### src/rtl/complex_mult_pkg.sv
// Shared types and helpers for the complex multiplier engine.
// State encoding and derived-width helpers used by the top and by the bench.
package complex_mult_pkg;

    typedef enum logic [1:0] {
        IDLE     = 2'd0,
        MULTIPLY = 2'd1,
        COMPUTE  = 2'd2,
        WAIT_RES = 2'd3
    } state_t;

    function automatic int steps_f(input int num_mult);
        return 4 / num_mult;
    endfunction

    function automatic int res_w_f(input int data_w);
        return 2 * data_w + 1;
    endfunction

endpackage

### src/rtl/cm_mult_lane.sv
// One physical signed multiplier lane with a registered full-width product.
// The product register loads only when the engine enables this lane.
module cm_mult_lane #(
    parameter int DATA_W = 16
) (
    input  logic                       clk,
    input  logic                       sw_rst,
    input  logic                       i_load,
    input  logic signed [DATA_W-1:0]   i_a,
    input  logic signed [DATA_W-1:0]   i_b,
    output logic signed [2*DATA_W-1:0] o_prod
);

    logic signed [2*DATA_W-1:0] r_prod;

    always_ff @(posedge clk) begin
        if (sw_rst) begin
            r_prod <= '0;
        end else if (i_load) begin
            r_prod <= i_a * i_b;
        end
    end

    assign o_prod = r_prod;

endmodule

### src/rtl/complex_mult_engine.sv
// Complex multiplier A*B or A*conj(B) with valid/ready on both sides.
// NUM_MULT lanes are time-shared over 4/NUM_MULT MULTIPLY steps.
module complex_mult_engine
    import complex_mult_pkg::*;
#(
    parameter int DATA_W   = 16,
    parameter int NUM_MULT = 2,
    parameter int RES_W    = res_w_f(DATA_W)
) (
    input  logic                     clk,
    input  logic                     sw_rst,
    input  logic                     op_val,
    output logic                     op_ready,
    input  logic signed [DATA_W-1:0] op_a_re,
    input  logic signed [DATA_W-1:0] op_a_im,
    input  logic signed [DATA_W-1:0] op_b_re,
    input  logic signed [DATA_W-1:0] op_b_im,
    input  logic                     op_conj,
    output logic                     res_val,
    input  logic                     res_ready,
    output logic signed [RES_W-1:0]  res_re,
    output logic signed [RES_W-1:0]  res_im,
    output logic                     busy
);

    localparam int STEPS     = steps_f(NUM_MULT);
    localparam int PROD_W    = 2 * DATA_W;
    localparam int LAST_BASE = (STEPS - 1) * NUM_MULT;

    if (!(NUM_MULT == 1 || NUM_MULT == 2 || NUM_MULT == 4)) begin : g_bad_num_mult
        $error("complex_mult_engine: NUM_MULT must be 1, 2 or 4");
    end
    if (RES_W != res_w_f(DATA_W)) begin : g_bad_res_w
        $error("complex_mult_engine: RES_W is derived and must equal 2*DATA_W+1");
    end

    state_t                     r_state;
    logic [1:0]                 r_step;
    logic signed [DATA_W-1:0]   r_ar, r_ai, r_br, r_bi;
    logic                       r_conj;
    logic signed [RES_W-1:0]    r_res_re, r_res_im;

    logic                       w_accept;
    logic                       w_mult_en;
    logic signed [PROD_W-1:0]   w_lane_prod [NUM_MULT];
    logic signed [PROD_W-1:0]   w_prod [4];
    logic signed [RES_W-1:0]    w_ext [4];

    assign op_ready  = (r_state == IDLE) | ((r_state == WAIT_RES) & res_ready);
    assign w_accept  = op_val & op_ready;
    assign w_mult_en = (r_state == MULTIPLY);
    assign res_val   = (r_state == WAIT_RES);
    assign busy      = (r_state != IDLE);
    assign res_re    = r_res_re;
    assign res_im    = r_res_im;

    // Stage: lane operand select -> registered partial products (p0..p3 by index)
    for (genvar l = 0; l < NUM_MULT; l++) begin : g_lane
        logic [1:0]               w_idx;
        logic signed [DATA_W-1:0] w_op_a, w_op_b;

        assign w_idx  = 2'((int'(r_step) * NUM_MULT) + l);
        assign w_op_a = (w_idx == 2'd0 || w_idx == 2'd2) ? r_ar : r_ai;
        assign w_op_b = (w_idx == 2'd0 || w_idx == 2'd3) ? r_br : r_bi;

        cm_mult_lane #(
            .DATA_W (DATA_W)
        ) u_lane (
            .clk    (clk),
            .sw_rst (sw_rst),
            .i_load (w_mult_en),
            .i_a    (w_op_a),
            .i_b    (w_op_b),
            .o_prod (w_lane_prod[l])
        );
    end

    // Lanes are reused across steps, so earlier-step products are parked here
    if (STEPS > 1) begin : g_stash
        logic signed [PROD_W-1:0] r_stash [LAST_BASE];

        always_ff @(posedge clk) begin
            if (sw_rst) begin
                for (int i = 0; i < LAST_BASE; i++) r_stash[i] <= '0;
            end else if (w_mult_en && r_step != 2'd0) begin
                for (int l = 0; l < NUM_MULT; l++)
                    r_stash[(int'(r_step) - 1) * NUM_MULT + l] <= w_lane_prod[l];
            end
        end

        for (genvar k = 0; k < LAST_BASE; k++) begin : g_from_stash
            assign w_prod[k] = r_stash[k];
        end
    end

    for (genvar k = LAST_BASE; k < 4; k++) begin : g_from_lane
        assign w_prod[k] = w_prod_lane_sel(k);
    end

    function automatic logic signed [PROD_W-1:0] w_prod_lane_sel(input int k);
        return w_lane_prod[k - LAST_BASE];
    endfunction

    always_comb begin
        for (int k = 0; k < 4; k++)
            w_ext[k] = {{(RES_W - PROD_W){w_prod[k][PROD_W-1]}}, w_prod[k]};
    end

    // Stage: FSM, operand capture and final add/sub into result registers
    always_ff @(posedge clk) begin
        if (sw_rst) begin
            r_state  <= IDLE;
            r_step   <= 2'd0;
            r_ar     <= '0;
            r_ai     <= '0;
            r_br     <= '0;
            r_bi     <= '0;
            r_conj   <= 1'b0;
            r_res_re <= '0;
            r_res_im <= '0;
        end else begin
            if (w_accept) begin
                r_ar   <= op_a_re;
                r_ai   <= op_a_im;
                r_br   <= op_b_re;
                r_bi   <= op_b_im;
                r_conj <= op_conj;
                r_step <= 2'd0;
            end
            case (r_state)
                IDLE: begin
                    if (w_accept) r_state <= MULTIPLY;
                end
                MULTIPLY: begin
                    if (r_step == 2'(STEPS - 1)) r_state <= COMPUTE;
                    else                         r_step  <= r_step + 2'd1;
                end
                COMPUTE: begin
                    if (r_conj) begin
                        r_res_re <= w_ext[0] + w_ext[1];
                        r_res_im <= w_ext[3] - w_ext[2];
                    end else begin
                        r_res_re <= w_ext[0] - w_ext[1];
                        r_res_im <= w_ext[2] + w_ext[3];
                    end
                    r_state <= WAIT_RES;
                end
                WAIT_RES: begin
                    if (res_ready) r_state <= op_val ? MULTIPLY : IDLE;
                end
                default: r_state <= IDLE;
            endcase
        end
    end

endmodule

### config.mk
export PLATFORM = sky130hd
export DESIGN_NAME = complex_mult_engine
export DESIGN_NICKNAME = d
export VERILOG_FILES = /design/src/rtl/complex_mult_pkg.sv /design/src/rtl/cm_mult_lane.sv /design/src/rtl/complex_mult_engine.sv
export SDC_FILE = /design/constraint.sdc
export NUM_CORES = 2
export LEC_CHECK = 0
export BUFFER_PORTS_ARGS = -buffer_cell sky130_fd_sc_hd__clkbuf_2
export CAP_MARGIN = 5
export CORE_UTILIZATION = 55
export CTS_BUF_LIST = sky130_fd_sc_hd__clkbuf_4
export DETAILED_ROUTE_END_ITERATION = 8
export PLACE_DENSITY = 0.68
export SLEW_MARGIN = 5
export SYNTH_ARGS = -nofsm -noshare
export SYNTH_HDL_FRONTEND = slang
export SYNTH_SLANG_ARGS = --single-unit
### constraint.sdc
create_clock -name clk -period 15.41 [get_ports clk]
set_input_delay 0.7705 -clock clk [delete_from_list [all_inputs] [get_ports clk]]
set_output_delay 0.7705 -clock clk [all_outputs]
set_load 0.01 [all_outputs]
==> metrics.md <==
| Metric | Value |
|---|---|
| Status | `complete, no violations` |
| Setup WS post-layout | `a little under 8 ns` |
| Area growth from synthesis to layout | `6.88%` |
| Ys async rst share | `0` |
| Internal power | `around 2.8 mW` |
| CP bufs+invs | `3` |
| Placer Congestion | `0.921` |
| WL final | `about 84,000 um` |
| Setup CP Type | `register to register` |
| Final Max Slew Viols | `0` |
| DRT Pass-1 Iters | `5` |
| GRT Overall Usage | `0.275` |
| Num rows | `90` |
| Clk pwr share | `0.120` |
| RSZ-0062 raised after global routing | `no` |
| Tightest Pin Transition | `about 1.1 ns` |
| Largest net degree at the start of global routing | `slightly above 90` |
| Final HPWL DP | `66,300 um` |
| Remaining DRCs | `0` |
| # Post-CTS Setup Buffers | `0` |
| Final min period | `7.68 ns` |
| Power Density | `159 nW/um^2` |
| Crit-path cells | `mux2_2 > nand2_1 > inv_1 > fa_1 > fa_1 > fa_1 > fa_1 > fa_1 > inv_1 > fa_1 > inv_1 > ha_1 > a21o_1 > a21o_1 > a21oi_1 > o22ai_1 > a21oi_1 > a2111oi_0 > mux2i_1 > o311ai_1` |
| H-tree depth | `3` |
| Setup-failing EPs final | `0` |
| PortBufs | `roughly 140` |
| Nets | `between 4,000 and 5,000` |
| Core Area | `60,800 sq um` |
| Worst Path Arrival | `between 8 and 9 ns` |
| Syn Nets | `~4,600` |
| Clock transition at path regs | `roughly 0.05 ns` |
| Hold Vio Cnt, Final | `0` |
| Crit-path most repeated cell | `fa_1` |
| Sequential share of the synthesized area | `0.173` |
| Design area | `~36,000 sq um` |
| Clk root buf | `clkbuf_4` |
| Top Ports | `approximately 140` |
| Hold WC Path Type | `input pin to register` |
| Vias | `25,900` |
| # resized after CTS | `0` |
| Achievable Freq | `130 MHz` |
| CP peak stage delay | `slightly below 1 ns` |
| DP Worst Slack | `roughly 7.8 ns` |
| Antenna Nets Post-Route | `0` |
| CTS Hold Bufs | `0` |
| Mapped Cells | `between 3,000 and 4,000` |
| Post-synth EDFFs | `64` |
| Vias per inst | `around 5.5` |
| Post-synth cell types | `~80` |
| Avg WL per Cell | `17.6 um` |
| Clock Latency Late Sink | `0.86 ns` |
| Crit path max-delay family | `adder cells` |
| CTS tree | `built` |
| Flop pwr share | `0.198` |
| Initial core utilization | `0.560` |
| Synth Register Bits | `around 260` |
| Top-area cell type share of the netlist area | `0.309` |
| Clock Tree Buf Depth | `3` |
| Clock sinks | `between 200 and 300` |
| Critical Path Fanout Max | `36` |
| CP endpoint kind | `register` |
| Ys flop type | `dfxtp_1` |
| DIE AREA | `63,000 sq um` |
| Max-cap viol count | `0` |
| Leakage | `about 17 nW` |
| Setup TNS | `0 ns` |
| Cell taking the most area after synthesis | `fa_1` |
| Post-Syn Area | `around 34,000 sq um` |
| GRT overflow | `0` |
| Power, Total | `between 5 and 6 mW` |
| Share of cells above drive strength 1 | `0.0864` |
| TritonCTS buffer count | `76` |
| Worst-case clock skew | `~0.077 ns` |
| Worst setup SP type | `register` |
| Antenna violations before repair | `2` |
| Yosys synthesis warning count | `0` |
| Final Core Density | `0.599` |
| Critical path data required time | `16.05 ns` |
| Vias in the first global route | `between 20,000 and 30,000` |
| Die X-Extent | `251 um` |
| First-pass GRT wire length | `138,000 um` |
| Max-slew headroom | `0.279` |
| CP max stage cell | `dfxtp_2` |
| Logic pwr share | `0.681` |
| Die span in y | `251 um` |
| Commonest non-fill, non-tap cell in the layout | `inv_1` |
| Tcrit/Tclk final | `0.499` |
| Most frequent cells in the layout | `inv_1, fa_1, nand2_1` |
| Syn avg cell area | `about 8.9 sq um` |
| DRT iter0 DRCs | `1,676` |
| Worst vdd ir | `between 0.0001 and 0.00015 V` |
| Post-DP Area | `roughly 35,000 sq um` |
| Area contributors post-synth | `fa_1, dfxtp_1, ha_1` |
| Sw power | `between 2 and 3 mW` |
| Switching share of power | `0.515` |
[through the flow]
step / hold slack [ns] / std cells
final: 0.134 / 4747
after global routing: 0.0686 / 4745
after CTS: 0.0480 / 4740
after detailed placement: 0.456 / 4604
after global placement: 0.450 / 4604
after floorplan: 0.438 / 3818
[routing by layer]
metal / track usage / wire [um] / vias to the layer above
li1: - / - / 12400
met1: 0.397 / 38900 / 12600
met2: 0.425 / 36900 / 735
met3: 0.0396 / 5390 / 125
met4: 0.0916 / 2500 / 0
met5: 0 / 0 / -
[flip-flops by register name, indices dropped and copies added (netlist names)]
name and flops:
r_bi 16, res_re 33, r_conj 1, r_step 2, r_br 16, r_ar 16
g_stash.r_stash 64, r_ai 16, r_state 2, res_im 33, g_lane.u_lane.o_prod 64
[cell type report]
| cell class | instances | area, sq um |
|---|---|---|
| Inverter | 602 | 2260 |
| Timing Repair Buffer | 163 | 887 |
| Tap cell | 782 | 978 |
| Fill cell | 5452 | 24400 |
| Clock buffer | 109 | 818 |
| Antenna cell | 7 | 17.5 |
| Multi-Input combinational cell | 2794 | 25400 |
| Sequential cell | 263 | 5910 |
| Clock inverter | 27 | 200 |
[cell usage after synthesis, types with 40 or more instances]
cell,instances
xor2_1,47
mux2i_1,70
nor2b_1,122
nand2_1,464
o21ai_0,43
dfxtp_1,199
a211oi_1,40
nor3_1,63
clkbuf_1,139
inv_1,601
edfxtp_1,64
xnor2_1,109
fa_1,526
and2_1,201
nor2_1,209
a21oi_1,221
ha_1,235
[path summary, 6_finish.rpt]
check | startpoint | endpoint | slack (ns) | depth (start not counted)
max reg2reg | r_step[0] | g_lane[1].u_lane.o_prod[29] | 7.73 | 20
min | op_a_re[5] | r_ar[5] | 0.13 | 3
min reg2reg | res_im[27] | res_im[27] | 0.46 | 2
max | r_step[0] | g_lane[1].u_lane.o_prod[29] | 7.73 | 20
[tightest hold or removal path, stage by stage]
cell and delay, ns:
clkbuf_2 0.08, nand2_1 0.04, a21oi_1 0.05
[cell families (layout without fill, tap and decap cells)]
kind of cell             count (synthesis)  count (layout)  synth area share
adder cells (fa/ha/maj)                761             761             0.395
XOR/XNOR                               157             157            0.0406
flip-flops                             263             263             0.173
other                                    0               7                 0
AND/OR/NAND/NOR                       1229            1229             0.175
buffers and inverters                  761             901            0.0840
multiplexers                            94              94            0.0285
AO/OA/AOI/OAI                          553             553             0.103
[power by group through the flow]
stage	clock, mW	sequential (mW)	combinational (mW)
finish	0.697	1.15	3.95
global route	0.755	1.17	4.41
floorplan	0	1.02	2.98
CTS	0.719	1.14	3.93
global placement	0	1.16	3.86
detailed placement	0	1.16	3.91
Note: power is estimated with default switching activity, not from simulation.
